$ cat src/rtl/instruction_fetch_unit_pkg.sv
// instruction_fetch_unit_pkg: fetch FSM states, NOP encoding and instruction field positions shared with decode
package instruction_fetch_unit_pkg;
  typedef enum logic [1:0] {IDLE, FETCH, HOLD, DISCARD} ifu_state_e;
  localparam logic [31:0] NOP_INSTR = 32'h0;
  localparam int OPCODE_HI = 31;
  localparam int OPCODE_LO = 26;
  localparam int FMT_HI = 25;
  localparam int FMT_LO = 21;
  localparam int FT_HI = 20;
  localparam int FT_LO = 16;
endpackage

$ cat src/rtl/instruction_fetch_unit_if.sv
// instruction_fetch_unit_if: instruction memory req/ready fetch channel
interface instruction_fetch_unit_if;
  logic        req;
  logic [31:0] addr;
  logic        ready;
  logic [31:0] rdata;
  modport master (output req, addr, input ready, rdata);
  modport slave (input req, addr, output ready, rdata);
endinterface

$ cat src/rtl/instruction_fetch_unit_skid.sv
// ifu_skid_buffer: one-entry {valid, instr, pcplus4} store for a word fetched while decode is stalled
module ifu_skid_buffer (
  input  logic        clk,
  input  logic        reset,
  input  logic        load_i,
  input  logic        drop_i,
  input  logic        pop_i,
  input  logic [31:0] instr_i,
  input  logic [31:0] pcp4_i,
  output logic        valid_o,
  output logic [31:0] instr_o,
  output logic [31:0] pcp4_o
);
  logic        valid_q;
  logic [31:0] instr_q, pcp4_q;
  // entry becomes valid on load and empties on drop, pop or reset
  always_ff @(posedge clk) begin
    if (reset || drop_i || pop_i) valid_q <= 1'b0;
    else if (load_i) valid_q <= 1'b1;
    if (reset) begin
      instr_q <= '0;
      pcp4_q  <= '0;
    end else if (load_i) begin
      instr_q <= instr_i;
      pcp4_q  <= pcp4_i;
    end
  end
  assign valid_o = valid_q;
  assign instr_o = instr_q;
  assign pcp4_o  = pcp4_q;
endmodule

$ cat src/rtl/instruction_fetch_unit.sv
// instruction_fetch_unit: MIPS fetch stage (PC, imem handshake FSM, IF/ID register); IFU_PERF_CNT_EN adds perf counters
module instruction_fetch_unit
  import instruction_fetch_unit_pkg::*;
#(
  parameter logic [31:0] RESET_PC = 32'h0000_0000,
  parameter logic [31:0] PC_STEP  = 32'd4
) (
  input  logic                             clk,
  input  logic                             reset,
  input  logic                             Stall,
  input  logic                             Flush,
  input  logic                             Redirect,
  input  logic [31:0]                      RedirectPC,
  instruction_fetch_unit_if.master         imem,
  output logic                             IFID_Valid,
  output logic [31:0]                      IFID_Instr,
  output logic [31:0]                      IFID_PCPlus4,
  output logic [5:0]                       OpCode,
  output logic [4:0]                       fmt,
  output logic [4:0]                       ft
`ifdef IFU_PERF_CNT_EN
  ,
  output logic [31:0]                      perf_fetch_cnt,
  output logic [31:0]                      perf_bubble_cnt
`endif
);
  ifu_state_e  state_q, state_d;
  logic [31:0] pc_q, pc_d, pend_q, pend_d;
  logic        valid_q;
  logic [31:0] instr_q, pcp4_q;
  logic        req, load, skid_load, skid_drop, skid_pop, skid_valid;
  logic [31:0] load_instr, load_pcp4, skid_instr, skid_pcp4;

  ifu_skid_buffer u_skid (
    .clk     (clk),
    .reset   (reset),
    .load_i  (skid_load),
    .drop_i  (skid_drop),
    .pop_i   (skid_pop),
    .instr_i (imem.rdata),
    .pcp4_i  (pc_q + PC_STEP),
    .valid_o (skid_valid),
    .instr_o (skid_instr),
    .pcp4_o  (skid_pcp4)
  );

  // next state, next PC and what (if anything) the IF/ID register loads this cycle
  always_comb begin
    state_d    = state_q;
    pc_d       = pc_q;
    pend_d     = pend_q;
    req        = 1'b0;
    load       = 1'b0;
    skid_load  = 1'b0;
    skid_drop  = 1'b0;
    skid_pop   = 1'b0;
    load_instr = imem.rdata;
    load_pcp4  = pc_q + PC_STEP;
    case (state_q)
      IDLE: state_d = FETCH;
      FETCH: begin
        req = 1'b1;
        if (imem.ready && Redirect) pc_d = RedirectPC;
        else if (imem.ready && Stall) begin
          skid_load = 1'b1;
          state_d   = HOLD;
        end else if (imem.ready) begin
          load = 1'b1;
          pc_d = pc_q + PC_STEP;
        end else if (Redirect) begin
          pend_d  = RedirectPC;
          state_d = DISCARD;
        end
      end
      HOLD: begin
        if (Redirect) begin
          skid_drop = 1'b1;
          pc_d      = RedirectPC;
          state_d   = FETCH;
        end else if (!Stall && skid_valid) begin
          skid_pop   = 1'b1;
          load       = 1'b1;
          load_instr = skid_instr;
          load_pcp4  = skid_pcp4;
          pc_d       = pc_q + PC_STEP;
          state_d    = FETCH;
        end
      end
      DISCARD: begin
        req = 1'b1;
        if (Redirect) pend_d = RedirectPC;
        if (imem.ready) begin
          pc_d    = Redirect ? RedirectPC : pend_q;
          state_d = FETCH;
        end
      end
      default: state_d = IDLE;
    endcase
  end

  // FSM, PC and pending redirect target registers
  always_ff @(posedge clk) begin
    if (reset) begin
      state_q <= IDLE;
      pc_q    <= RESET_PC;
      pend_q  <= '0;
    end else begin
      state_q <= state_d;
      pc_q    <= pc_d;
      pend_q  <= pend_d;
    end
  end

  // IF/ID register: Flush loads NOP, Stall holds, otherwise load a word or a bubble
  always_ff @(posedge clk) begin
    if (reset || Flush || (!Stall && !load)) begin
      valid_q <= 1'b0;
      instr_q <= NOP_INSTR;
      pcp4_q  <= '0;
    end else if (!Stall) begin
      valid_q <= 1'b1;
      instr_q <= load_instr;
      pcp4_q  <= load_pcp4;
    end
  end

`ifdef IFU_PERF_CNT_EN
  logic [31:0] fetch_cnt_q, bubble_cnt_q;
  // count valid IF/ID loads and cycles that load a bubble or flush NOP
  always_ff @(posedge clk) begin
    if (reset) begin
      fetch_cnt_q  <= '0;
      bubble_cnt_q <= '0;
    end else begin
      if (!Flush && !Stall && load) fetch_cnt_q <= fetch_cnt_q + 32'd1;
      if (Flush || (!Stall && !load)) bubble_cnt_q <= bubble_cnt_q + 32'd1;
    end
  end
  assign perf_fetch_cnt  = fetch_cnt_q;
  assign perf_bubble_cnt = bubble_cnt_q;
`endif

  assign imem.req     = req;
  assign imem.addr    = pc_q;
  assign IFID_Valid   = valid_q;
  assign IFID_Instr   = instr_q;
  assign IFID_PCPlus4 = pcp4_q;
  assign OpCode       = instr_q[OPCODE_HI:OPCODE_LO];
  assign fmt          = instr_q[FMT_HI:FMT_LO];
  assign ft           = instr_q[FT_HI:FT_LO];
endmodule

$ cat src/flat_wrapper.sv
// flat-port wrapper written by rule: the top's interface ports become plain ports
module instruction_fetch_unit_flat import instruction_fetch_unit_pkg::*;
#(
  parameter logic [31:0] RESET_PC = 32'h0000_0000,
  parameter logic [31:0] PC_STEP  = 32'd4
)
  (clk, reset, Stall, Flush, Redirect, RedirectPC, IFID_Valid, IFID_Instr, IFID_PCPlus4, OpCode, fmt, ft, imem_req, imem_addr, imem_ready, imem_rdata);
  instruction_fetch_unit_if imem_i ();
  input  logic clk;
  input  logic reset;
  input  logic Stall;
  input  logic Flush;
  input  logic Redirect;
  input  logic [31:0] RedirectPC;
  output logic IFID_Valid;
  output logic [31:0] IFID_Instr;
  output logic [31:0] IFID_PCPlus4;
  output logic [5:0] OpCode;
  output logic [4:0] fmt;
  output logic [4:0] ft;
  output wire logic [$bits(imem_i.req)-1:0] imem_req;
  output wire logic [$bits(imem_i.addr)-1:0] imem_addr;
  input wire logic [$bits(imem_i.ready)-1:0] imem_ready;
  input wire logic [$bits(imem_i.rdata)-1:0] imem_rdata;
  assign imem_req = imem_i.req;
  assign imem_addr = imem_i.addr;
  assign imem_i.ready = imem_ready;
  assign imem_i.rdata = imem_rdata;
  instruction_fetch_unit #(.RESET_PC(RESET_PC), .PC_STEP(PC_STEP)) u_core (.clk(clk), .reset(reset), .Stall(Stall), .Flush(Flush), .Redirect(Redirect), .RedirectPC(RedirectPC), .imem(imem_i), .IFID_Valid(IFID_Valid), .IFID_Instr(IFID_Instr), .IFID_PCPlus4(IFID_PCPlus4), .OpCode(OpCode), .fmt(fmt), .ft(ft));
endmodule
$ cat config.mk
export PLATFORM = sky130hd
export DESIGN_NAME = instruction_fetch_unit_flat
export DESIGN_NICKNAME = d
export VERILOG_FILES = /design/src/rtl/instruction_fetch_unit_pkg.sv /design/src/rtl/instruction_fetch_unit_if.sv /design/src/rtl/instruction_fetch_unit_skid.sv /design/src/rtl/instruction_fetch_unit.sv /design/src/flat_wrapper.sv
export SDC_FILE = /design/constraint.sdc
export NUM_CORES = 1
export LEC_CHECK = 0
export CAP_MARGIN = 10
export CORE_MARGIN = 2
export CORE_UTILIZATION = 52
export DETAILED_ROUTE_END_ITERATION = 16
export PLACE_DENSITY = 0.81
export SLEW_MARGIN = 20
export SYNTH_ARGS = -nofsm -noshare
export SYNTH_HDL_FRONTEND = slang
export SYNTH_SLANG_ARGS = --single-unit
$ cat constraint.sdc
create_clock -name clk -period 2.75 [get_ports clk]
set_clock_uncertainty 0.2 [all_clocks]
set_input_delay 0.275 -clock clk [delete_from_list [all_inputs] [get_ports clk]]
set_output_delay 0.275 -clock clk [all_outputs]
set_load 0.05 [all_outputs]
* After elaboration in Yosys (flattened, before gate mapping)
Index checks and enable logic that the tools add are counted.
** Cells by class
- Add/sub/neg operators :: 1
- Eq/ne operators :: 12
- Multiplexer cells :: 39
- Reductions and logical operators :: 17
** Operators by type and width (count)
- 2-to-1 mux 32 bit :: 16
- one-hot mux 32 bit (3 select lines) :: 1
- one-hot mux 32 bit (2 select lines) :: 1
- adder 32 x 3 -> 32 bit, second input constant :: 1
- != test 3 x 2 -> 1 bit, second input constant :: 5
- 2-to-1 mux 2 bit :: 7
- 2-to-1 mux 1 bit :: 12
- AND reduction 5 bit :: 2
- != test 2 bit, second input constant :: 4
- one-hot mux 2 bit (4 select lines) :: 1
- equality test 2 bit, second input constant :: 2
- logical AND 1 bit :: 4
- logical OR 1 bit :: 4
- AND reduction 4 bit :: 1
- nonzero test 3 bit :: 1
- equality test 2 x 1 -> 1 bit, second input constant :: 1
- logical NOT 1 bit :: 2
- logical NOT 2 bit :: 1
- one-hot mux 1 bit (2 select lines) :: 1
- nonzero test 2 bit :: 1
- OR reduction 2 bit :: 1
** Storage, ports and cells
- Bits in registers :: 196
- Input port bits :: 70

* Longest topological paths before layout
Gate-level depths: netlist of run 1.
- Depth after elaboration :: 8
- Depth in mapped cells :: 10
- Depth with buffers taken out :: 7

* Cells and area by module
From an unflattened synthesis of run 1, not the netlist that was laid out.
** Unflattened totals
- Cells, all modules :: 1138
- Area, all modules :: 9207.6 µm²
** By module, submodules not included
- instruction_fetch_unit :: times used 1, cells an instance 929, area each 6905.4 µm², seq. area each 2622.5 µm²
- ifu_skid_buffer :: times used 1, cells an instance 209, area each 2302.2 µm², seq. area each 1301.2 µm²

* Worst setup path before layout of run 1
OpenSTA, ideal clock, no wires.
- Path type :: register to register
- Start point :: reg u_core.pc_q[3] (netlist: u_core.imem.addr[3])
- End point :: reg u_core.pcp4_q[24] (netlist: u_core.IFID_PCPlus4[24])
- Setup time :: 0.071 ns
- Data arrival time :: 2.421 ns
- Slack :: 0.058 ns
- Cell stages (with the launch flop) :: 7
- Clock period less this slack :: 2.692 ns
- Path through :: dfxtp_1 ha_1 nand3_1 or3_4 or3_1 a311o_1 a21oi_1
** On the way
- Longest elaborated chain between the ends :: 4
** Ends and longest elaborated chain
- from (decl) :: RTL line instruction_fetch_unit.sv:28 : logic [31:0] pc_q, pc_d, pend_q, pend_d;
- from (signal assigned) :: RTL line instruction_fetch_unit.sv:109 : pc_q <= pc_d;
- adder 32 x 3 -> 32 bit * :: RTL line instruction_fetch_unit.sv:58 : load_pcp4 = pc_q + PC_STEP;
- 2-to-1 mux 32 bit :: RTL line instruction_fetch_unit.sv:80 : end else if (!Stall && skid_valid) begin
- 2-to-1 mux 32 bit :: RTL line instruction_fetch_unit.sv:76 : if (Redirect) begin
- 2-to-1 mux 32 bit * :: RTL line instruction_fetch_unit.sv:59 : case (state_q)
- to (signal assigned) :: RTL line instruction_fetch_unit.sv:123 : pcp4_q <= load_pcp4;
- to (decl) :: RTL line instruction_fetch_unit.sv:30 : logic [31:0] instr_q, pcp4_q;
Mark *: on every way between the ends. The rest lies on a longest branch, timed or not.
A chain may end at the register's enable or synchronous reset.

* Worst setup path after layout of run 1
- Start point :: reg u_core.pc_q[4] (netlist: u_core.imem.addr[4])
- End point :: reg u_core.u_skid.pcp4_q[27] (netlist: u_core.u_skid.pcp4_o[27])
** On the way
- Longest elaborated chain between the ends :: 1
** Ends and longest elaborated chain
- adder 32 x 3 -> 32 bit :: RTL line instruction_fetch_unit.sv:41 : .pcp4_i (pc_q + PC_STEP),
- to (signal assigned) :: RTL line instruction_fetch_unit_skid.sv:25 : pcp4_q <= pcp4_i;
- to (decl) :: RTL line instruction_fetch_unit_skid.sv:15 : logic [31:0] instr_q, pcp4_q;
No other way between the ends.

==> summary.md, run 1 <==
| Metric | Value |
|---|---|
| Status | complete, no violations |
| Routability cong. | 0.908 |
| H-tree lvl count | 4 |
| Post-Route Setup TNS | 0 ps |
| Reg-to-reg endpoint | u_core.u_skid.pcp4_o[27] |
| Clock-pin slew on the worst setup and hold paths | around 70 ps |
| Worst r2r path cells | 5 |
| Ys Warns | 0 |
| DR vias | just under 9k |
| Synth Area per Inst | about 7.8 um^2 |
| Post-Place Cell Area | around 0.011 mm^2 |
| Critical Setup Path Class | flip-flop to flip-flop |
| Routed len/inst | approximately 17 um |
| WP data arrival | around 2600 ps |
| Clock root buffer | clkbuf_16 |
| Min-Delay Path Class | primary input to flip-flop |
| Hold_ws | around 40 ps |
| FF-to-FF setup slack | about 270 ps |
| Std-Cell Rows | 47 |
| Reg2reg start | u_core.imem.addr[4] |
| Main synth FF type | dfxtp_1 |
| Initial antenna violation count | 0 |
| Final setup viols | 0 |
| Worst Hold End | u_core.u_skid.pcp4_o[0] |
| Starting Density | 0.536 |
| Cts bufs inserted | 17 |
| Drt via density | between 5 and 6 |
| Fill count | 1372 |
| Syn nets | 1214 |
| Clock sinks | 196 |
| # Max-Cap Violations | 0 |
| Largest net degree at the start of global routing | 75 |
| Cell count after synthesis | about 1.1k |
| Unrepaired setup endpoints after global routing | false |
| GRT Resource Usage Total | 0.275 |
| Multi-input gate area | around 0.0045 mm^2 |
| Hold buffers post-CTS | 0 |
| Synthesized flop and latch total | just under 200 |
| Core area | between 0.015 and 0.02 mm^2 |
| Final worst-path cycle share | 0.900 |
| Leak Pwr | about 0.004 uW |
| Ports | 184 |
| First drt pass iteration count | 7 |
| Grt total ovfl | 0 |
| CP startpoint kind | flip-flop |
| Final Slew Violations | 0 |
| Fmax | 0.404 GHz |
| EDFF count, synth | 0 |
| Final min period | 2480 ps |
| Setup bufs post-CTS | 0 |
| Worst-path fanout max | 8 |
| Slew @ Worst Pin | between 700 and 800 ps |
| Final HPWL DP | roughly 17000 um |
| Max Root-Sink Buffers | 2 |
| Non-Filler Instances | 1497 |
| Worst-skew pair later-pin latency | 440 ps |
| Critical Path Sink Type | flip-flop |
| VDD IR max | a little under 0.5 mV |
| Hold Fails Final Rpt | 0 |
| First-iteration detailed-routing DRC count | just under 900 |
| Most common cell after layout, fill and taps aside | nand2_1 |
| Relative slew slack | 0.527 |
| Reg area | around 0.004 mm^2 |
| Top cells by area, synth | dfxtp_1 44%, nand2_1 9.5%, a21oi_1 9.4% |
| Final net count | about 1.3k |
| Hold Startpoint | reset |
| Share of cells above drive strength 1 | 0.0689 |
| Sequential fraction of the synthesis area | 0.440 |
| Final Cell Area | roughly 0.011 mm^2 |
| Die Footprint | between 0.015 and 0.02 mm^2 |
| Pwr per Cell Area | around 600 mW/mm^2 |
| Area Overhead vs Synth | 28.7% |
| Post-Syn Area | approximately 0.0089 mm^2 |
| Die height | 135 um |
| Yosys top cell area share | 0.440 |
| Dpl cells | 1465 |
| Die width | approximately 130 um |
| Most frequent cells in the layout | 225 x nand2_1, 196 x dfxtp_1, 180 x clkdlybuf4s50_1, 168 x a21oi_1, 112 x nor2_1 |
| DRT Wirelength | roughly 25000 um |
| CTS tree | built |
| Number of global-route vias before repair | roughly 8k |
| First-pass GRT wire length | about 40000 um |
| # DRC | 0 |
| Yosys cell types | 68 |
| Hold-critical path depth | 2 |
| Post-synth top area cell | dfxtp_1 |
| DRT antenna net count | 0 |
| Port bufs | between 150 and 200 |
| CP required | just under 3000 ps |
| Ant diodes | 0 |
| Share of synthesized registers carrying an async set or reset | 0 |
critical path, stage by stage (launching register included):
cell and delay (ps):
dfxtp_1 480, nand4_2 300, nor3_2 460, nor4b_2 470, xnor2_1 210, a211oi_1 280
sequential cells by signal (all words and copies together) (netlist names):
| register | count |
|---|---|
| u_core.IFID_Instr | 32 |
| u_core.IFID_PCPlus4 | 32 |
| u_core.imem.addr | 32 |
| u_core.pend_q | 32 |
| u_core.u_skid.instr_o | 32 |
| u_core.u_skid.pcp4_o | 32 |
| u_core.state_q | 2 |
| u_core.IFID_Valid | 1 |
| u_core.u_skid.valid_o | 1 |
synthesized netlist by cell type (all sizes together), types with 7 or more instances:
cell      n
clkbuf   74
dfxtp   196
a311oi    8
nor2    114
o22ai     8
o21a     10
o21ai    35
nand2   225
nor3     16
buf      36
and4      8
o211ai    8
xnor2    13
a211oi   44
or3       7
a22oi    15
nand4    14
nand3    20
inv      15
xor2      9
a221oi    8
a21oi   169
a22o      8
kinds of logic (layout without fill, tap and decap cells):
kind of cell               Yosys count  in the layout  share of synthesized area
adders and majority gates            5              5                    0.00702
xor gates and xnor gates            22             22                     0.0216
and+or+nand+nor                    438            438                      0.220
DFF                                196            196                      0.440
buffers and inverters              125            263                     0.0618
AOI/OAI and AO/OA                  351            351                      0.247
muxes                                2              2                    0.00225
worst max-delay path by stage:
stage | from | slack (ps) | cells past startpoint | endpoint
after floorplan | u_core.imem.addr[3] | 60 | 6 | u_core.IFID_PCPlus4[24]
after global placement | Redirect | 300 | 6 | u_core.imem.addr[0]
final | u_core.imem.addr[4] | 270 | 5 | u_core.u_skid.pcp4_o[27]
after global routing | u_core.imem.addr[5] | 110 | 5 | u_core.u_skid.pcp4_o[27]
after CTS | u_core.state_q[1] | 20 | 4 | imem_req
after detailed placement | imem_ready | 300 | 6 | u_core.IFID_PCPlus4[18]
power by group:
part / total (uW) / switching, uW / internal (uW)
sequential: 3130 / 155 / 2970
combinational: 1440 / 909 / 526
clock: 2500 / 1160 / 1330
total: 7060 / 2230 / 4830
stage by stage:
| stage | worst slack, ps | util | total power, uW |
|---|---|---|---|
| after detailed placement | 299 | 0.654 | 4600 |
| final | 275 | 0.689 | 7060 |
| after CTS | 16.6 | 0.689 | 7080 |
| after floorplan | 58.5 | - | 4070 |
| after global routing | 112 | 0.689 | 7310 |
| after global placement | 297 | 0.654 | 4580 |
layer usage:
layer | vias up | part of all wire | global-route usage
met4 | 0 | 0.023 | 0.104
met3 | 44 | 0.092 | 0.0480
met2 | 415 | 0.45 | 0.428
met1 | 4101 | 0.43 | 0.382
li1 | 4240 | - | -
met5 | - | 0 | 0
timing repair:
action,CTS,global route
setup endpoints to repair,0,1
hold endpoints to repair,0,0
resized for setup,0,1
layout make-up:
cell class / instances / area share
Sequential cell: 196 / 0.342
Tap cell: 220 / 0.0240
Timing Repair Buffer: 216 / 0.188
Clock buffer: 19 / 0.0395
Multi-Input combinational cell: 818 / 0.390
Inverter: 15 / 0.00491
Clock inverter: 13 / 0.0119
(Power assumes the default switching activity.)
==> run 2, diff against run 1 <==
- CAP_MARGIN: 10 -> 0
- MAX_ROUTING_LAYER: not set -> met4
==> run 2 against run 1 <==
  * First-iteration DRC count increased by 8.9%
  * Count of clock-buffer cells in the layout unchanged
  * Power increased by 0.95%
  * Flip-flop and latch count unchanged
  * Sequential share of layout area decreased by 0.18 points
  * Worst hold slack improved by 70 ps
  * Register-to-register slack got worse by 60 ps
  * Cell count about the same
  * Setup slack got worse by 63 ps
  * Non-clock buffer count increased by 1
  * Fmax decreased by 2.5%
  * Critical path type unchanged
  * Largest cell class unchanged
==> summary.md, run 2 (synthesis gave the netlist of run 1 again) <==
| Metric | Value |
|---|---|
| Critical Path Sink Type | flip-flop (unchanged) |
| Crit path setup slack, layout | 212 ps (was 275 ps) |
| Hold-critical path depth | 2 (unchanged) |
| Leak Pwr | 0.00396 uW (was 0.00393 uW) |
| Final net count | 1340 (was 1339) |
| Post-cts sizing count | 0 (unchanged) |
| Pwr per Cell Area | 618 mW/mm^2 (was 615 mW/mm^2) |
| Fmax | 0.394 GHz (was 0.404 GHz) |
| CTS tree | built (unchanged) |
| Critical Setup Path Class | flip-flop to flip-flop (unchanged) |
| Share of cells above drive strength 1 | 0.0674 (was 0.0689) |
| DR vias | 8808 (was 8800) |
| FF-to-FF setup slack | 210 ps (was 270 ps) |
| Hold buffers post-CTS | 0 (unchanged) |
| Largest net degree at the start of global routing | 106 (was 75) |
| Reg2reg start | u_core.imem.addr[11] (was u_core.imem.addr[4]) |
| First-iteration detailed-routing DRC count | 946 (was 869) |
| Final worst-path cycle share | 0.923 (was 0.900) |
| Most frequent cells in the layout | 225 x nand2_1, 196 x dfxtp_1, 180 x clkdlybuf4s50_1, 168 x a21oi_1, 112 x nor2_1 (unchanged) |
| Post-Route Setup TNS | 0 ps (unchanged) |
| Status | complete, no violations (unchanged) |
| # Max-Cap Violations | 0 (unchanged) |
| Worst Hold End | u_core.state_q[1] (was u_core.u_skid.pcp4_o[0]) |
| Met3 Use GR | 0.0574 (was 0.0480) |
| # DRC | 0 (unchanged) |
| Clock root buffer | clkbuf_16 (unchanged) |
| Met1 Track Usage GR | 0.386 (was 0.382) |
| Std-Cell Rows | 47 (unchanged) |
| Final HPWL DP | 16700 um (was 17400 um) |
| Hold Startpoint | reset (unchanged) |
| Routed len/inst | 16.9 um (about the same) |
| DRT Wirelength | 25300 um (was 25400 um) |
| Unrepaired setup endpoints after global routing | false (unchanged) |
| Tot Pwr | 7120 uW (was 7060 uW) |
| Routability cong. | 0.912 (was 0.908) |
| Area Overhead vs Synth | 29.4% (was 28.7%) |
| Final Cell Area | 0.0115 mm^2 (about the same) |
| Final Slew Violations | 0 (unchanged) |
| Slew @ Worst Pin | 1050 ps (was 709 ps) |
| Min-Delay Path Class | primary input to flip-flop (unchanged) |
| Hold Fails Final Rpt | 0 (unchanged) |
| Initial antenna violation count | 0 (unchanged) |
| Reg-to-reg endpoint | u_core.imem.addr[15] (was u_core.u_skid.pcp4_o[27]) |
| Cts bufs inserted | 17 (unchanged) |
| Worst-path fanout max | 7 (was 8) |
| Drt via density | 5.89 (was 5.88) |
| Relative slew slack | 0.298 (was 0.527) |
| DRT antenna net count | 0 (unchanged) |
| Die height | 135 um (unchanged) |
| GRT Resource Usage Total | 0.281 (was 0.275) |
| Starting Density | 0.536 (unchanged) |
| First-pass GRT wire length | 40000 um (was 40100 um) |
| Number of global-route vias before repair | 7753 (was 7834) |
| Post-Place Cell Area | 0.0109 mm^2 (about the same) |
| Clock-pin slew on the worst setup and hold paths | 70 ps (about the same) |
| Ant diodes | 0 (unchanged) |
| Global routing met2 resource utilization | 0.427 (was 0.428) |
| Gr busiest metal | met2 (unchanged) |
| First drt pass iteration count | 7 (unchanged) |
| Max Root-Sink Buffers | 2 (unchanged) |
| Most common cell after layout, fill and taps aside | nand2_1 (unchanged) |
| Port bufs | 183 (unchanged) |
| Final setup viols | 0 (unchanged) |
| CP required | 2880 ps (was 2900 ps) |
| Worst-skew pair later-pin latency | 430 ps (was 440 ps) |
| VDD IR max | 0.570 mV (was 0.490 mV) |
| Dpl ws | 166 ps (was 299 ps) |
| Clock sinks | 196 (unchanged) |
| Grt total ovfl | 0 (unchanged) |
| CP startpoint kind | flip-flop (unchanged) |
| WP data arrival | 2670 ps (was 2620 ps) |
| Die Footprint | 0.0182 mm^2 (unchanged) |
| Final min period | 2540 ps (was 2480 ps) |
| Die width | 135 um (unchanged) |
| Setup bufs post-CTS | 0 (unchanged) |
| Worst r2r path cells | 5 (unchanged) |
| Ports | 184 (unchanged) |
| H-tree lvl count | 4 (unchanged) |
| Hold_ws | 110 ps (was 39.8 ps) |
| Core area | 0.0166 mm^2 (unchanged) |
==> run 2: layout make-up <==
cell class / instances / area (um^2)
multi-input combinational: 818 / 4470
timing repair buffer: 217 / 2210
clock inverter: 11 / 150
fill: 1338 / 5110
clock buffer: 19 / 443
tap: 220 / 275
inverter: 15 / 56.3
sequential: 196 / 3920
==> run 2: per-layer routing <==
layer / vias to the layer above / wire (um)
met5: - / 0
met4: 0 / 304
met3: 29 / 2350
met2: 417 / 11600
met1: 4133 / 11100
li1: 4229 / -
==> run 2: worst max path at each step <==
| stage | start | endpoint | cells after the start |
|---|---|---|---|
| 2_1_floorplan | u_core.imem.addr[3] | u_core.IFID_PCPlus4[24] | 6 |
| 4_1_cts | u_core.state_q[1] | imem_req | 4 |
| 3_3_place_gp | Redirect | u_core.IFID_Instr[10] | 6 |
| 3_5_place_dp | Redirect | u_core.IFID_Instr[22] | 6 |
| 5_1_grt | u_core.imem.addr[11] | u_core.imem.addr[15] | 5 |
| 6_report | u_core.imem.addr[11] | u_core.imem.addr[15] | 5 |
==> run 2: report_power, final <==
group | switching, uW | leakage (uW) | internal (uW)
logic | 918 | 0.00208 | 539
registers | 147 | 0.00159 | 2970
clock network | 1090 | 0.000291 | 1450
==> run 2: critical path, stage by stage, from the launching register on <==
cell and delay (ps):
dfxtp_1 490, and4_1 390, nand4_1 270, xnor2_1 540, o2111ai_1 250, a311oi_1 310
==> run 2: metrics by stage <==
stage,instances,util
after floorplan,1139,-
after global placement,1466,0.657
after detailed placement,1466,0.657
after CTS,1496,0.693
after global routing,1496,0.693
final,1496,0.693
==> run 3, diff against run 2 <==
- CORE_UTILIZATION: 52 -> 55
- DONT_BUFFER_PORTS: not set -> 1
- PLACE_DENSITY: 0.81 -> 0.7
==> run 3 against run 2 <==
  * Sequential share of layout area is 2.3 points higher
  * Largest power group unchanged
  * Worst hold slack worse by 110 ps
  * Setup slack got worse by 12 ps
==> summary.md, run 3 (synthesis gave the netlist of run 1 again) <==
| Metric | Value |
|---|---|
| Status | complete, no violations (unchanged) |
| Worst r2r path cells | 7 (was 5) |
| CP startpoint kind | flip-flop (unchanged) |
| Cts bufs inserted | 17 (unchanged) |
| # DRC | 0 (unchanged) |
| H-tree lvl count | 4 (unchanged) |
| Worst-path fanout max | 14 (was 7) |
| Most common cell after layout, fill and taps aside | nand2_1 (unchanged) |
| Die height | 131 um (was 135 um) |
| FF-to-FF setup slack | 200 ps (was 210 ps) |
| Port bufs | 0 (was 183) |
| Reg2reg start | u_core.state_q[0] (was u_core.imem.addr[11]) |
| Final Slew Violations | 0 (unchanged) |
| Max Root-Sink Buffers | 2 (unchanged) |
| Hold_ws | 2.42 ps (was 110 ps) |
| Die width | 131 um (was 135 um) |
| Worst Hold End | u_core.IFID_PCPlus4[21] (was u_core.state_q[1]) |
| GRT Resource Usage Total | 0.291 (was 0.281) |
| Initial antenna violation count | 0 (unchanged) |
| Fmax | 0.392 GHz (was 0.394 GHz) |
| CTS tree | built (unchanged) |
| Relative slew slack | 0.343 (was 0.298) |
| Post-Place Cell Area | 0.00928 mm^2 (was 0.0109 mm^2) |
| DRT antenna net count | 0 (unchanged) |
| WP data arrival | 2710 ps (was 2670 ps) |
| Ports | 184 (unchanged) |
| Die Footprint | 0.0172 mm^2 (was 0.0182 mm^2) |
| Slew @ Worst Pin | 984 ps (was 1050 ps) |
| Starting Density | 0.561 (was 0.536) |
| DRT Wirelength | 25000 um (was 25300 um) |
| Fill count | 1383 (was 1338) |
| Critical Setup Path Class | flip-flop to flip-flop (unchanged) |
| Most frequent cells in the layout | 225 x nand2_1, 196 x dfxtp_1, 168 x a21oi_1, 112 x nor2_1, 84 x dlygate4sd3_1 (was 225 x nand2_1, 196 x dfxtp_1, 180 x clkdlybuf4s50_1, 168 x a21oi_1, 112 x nor2_1) |
| Std-Cell Rows | 46 (was 47) |
| Core area | 0.0159 mm^2 (was 0.0166 mm^2) |
| Final min period | 2550 ps (was 2540 ps) |
| Unrepaired setup endpoints after global routing | false (unchanged) |
| Leak Pwr | 0.00384 uW (was 0.00396 uW) |
| Reg-to-reg endpoint | u_core.IFID_PCPlus4[14] (was u_core.imem.addr[15]) |
| Routed len/inst | 17.5 um (was 16.9 um) |
| Ant diodes | 0 (unchanged) |
| Global routing met2 resource utilization | 0.435 (was 0.427) |
| Final setup viols | 0 (unchanged) |
| First-pass GRT wire length | 40100 um (was 40000 um) |
| Drt via density | 5.84 (was 5.89) |
| Clock-pin slew on the worst setup and hold paths | 70 ps (about the same) |
| Post-Route Setup TNS | 0 ps (unchanged) |
| Met3 Use GR | 0.0633 (was 0.0574) |
| Final net count | 1275 (was 1340) |
| DR vias | 8351 (was 8808) |
| # Max-Cap Violations | 0 (unchanged) |
| Gr busiest metal | met2 (unchanged) |
| Hold Fails Final Rpt | 0 (unchanged) |
| Dpl cells | 1310 (was 1466) |
| Met1 Track Usage GR | 0.400 (was 0.386) |
| Number of global-route vias before repair | 7605 (was 7753) |
| Largest net degree at the start of global routing | 120 (was 106) |
| Hold-critical path depth | 2 (unchanged) |
| Non-Filler Instances | 1429 (was 1496) |
| Hold Startpoint | reset (unchanged) |
| First-iteration detailed-routing DRC count | 743 (was 946) |
| Critical Path Sink Type | flip-flop (unchanged) |
| Pwr per Cell Area | 653 mW/mm^2 (was 618 mW/mm^2) |
| VDD IR max | 0.423 mV (was 0.570 mV) |
| Final worst-path cycle share | 0.927 (was 0.923) |
| Final HPWL DP | 15900 um (was 16700 um) |
| Min-Delay Path Class | primary input to flip-flop (unchanged) |
| CP required | 2910 ps (was 2880 ps) |
| Worst-skew pair later-pin latency | 430 ps (about the same) |
| Clock sinks | 196 (unchanged) |
| Area Overhead vs Synth | 21.2% (was 29.4%) |
| Final Cell Area | 0.0108 mm^2 (was 0.0115 mm^2) |
| Clock root buffer | clkbuf_16 (unchanged) |
| Grt total ovfl | 0 (unchanged) |
| Share of cells above drive strength 1 | 0.101 (was 0.0674) |
| First drt pass iteration count | 5 (was 7) |
| Routability cong. | 0.879 (was 0.912) |
## run 3: timing repair
action / in CTS / in global routing
hold buffers: 86 / 0
hold endpoints to repair: 191 / 0
setup endpoints to repair: 0 / 16
buffers inserted: 0 / 1
gates resized for setup: 0 / 4
## run 3: worst max-delay path, cell delays in order (launching register included)
cell	delay, ps
dfxtp_1	340
inv_1	90
ha_2	280
and4bb_2	260
o21ai_1	130
a211o_2	480
dlygate4sd3_1	610
a21oi_1	110
## run 3: worst max path at each step
stage	startpoint	to	slack (ps)	depth (start not counted)
floorplan	u_core.imem.addr[3]	u_core.IFID_PCPlus4[24]	60	6
global placement	u_core.state_q[0]	u_core.IFID_PCPlus4[27]	300	7
detailed placement	u_core.state_q[0]	u_core.IFID_PCPlus4[30]	190	7
CTS	u_core.state_q[0]	u_core.IFID_PCPlus4[14]	100	7
global route	u_core.state_q[0]	u_core.pend_q[31]	40	8
finish	u_core.state_q[0]	u_core.IFID_PCPlus4[14]	200	7
## run 3: report_power, final
part | internal, uW | leakage [uW] | switching [uW]
Clock | 1490 | 0.000298 | 1100
Combinational | 452 | 0.00195 | 870
Sequential | 2970 | 0.00159 | 172
## run 3: through the flow
stage | setup slack (ps) | total power [uW] | utilization
after CTS | 102 | 7050 | 0.679
after global routing | 38.9 | 7300 | 0.680
after floorplan | 58.5 | 4070 | -
after global placement | 303 | 4330 | 0.584
final | 200 | 7060 | 0.680
after detailed placement | 192 | 4350 | 0.584
## run 3: final cells by class
cell class              instances  area (um^2)  area share
well taps                     216          270      0.0250
clock buffers                  21          460      0.0426
clock inverters                11          148      0.0137
repair buffers                152         1460       0.135
inverters                      15         56.3     0.00521
flip-flops and latches        196         3920       0.363
multi-input cells             818         4490       0.415
## run 3: layer usage
layer / part of all wire / routed length [um]
met1: 0.45 / 11300
met3: 0.080 / 1990
met4: 0.016 / 389
met5: 0 / 0
met2: 0.45 / 11300
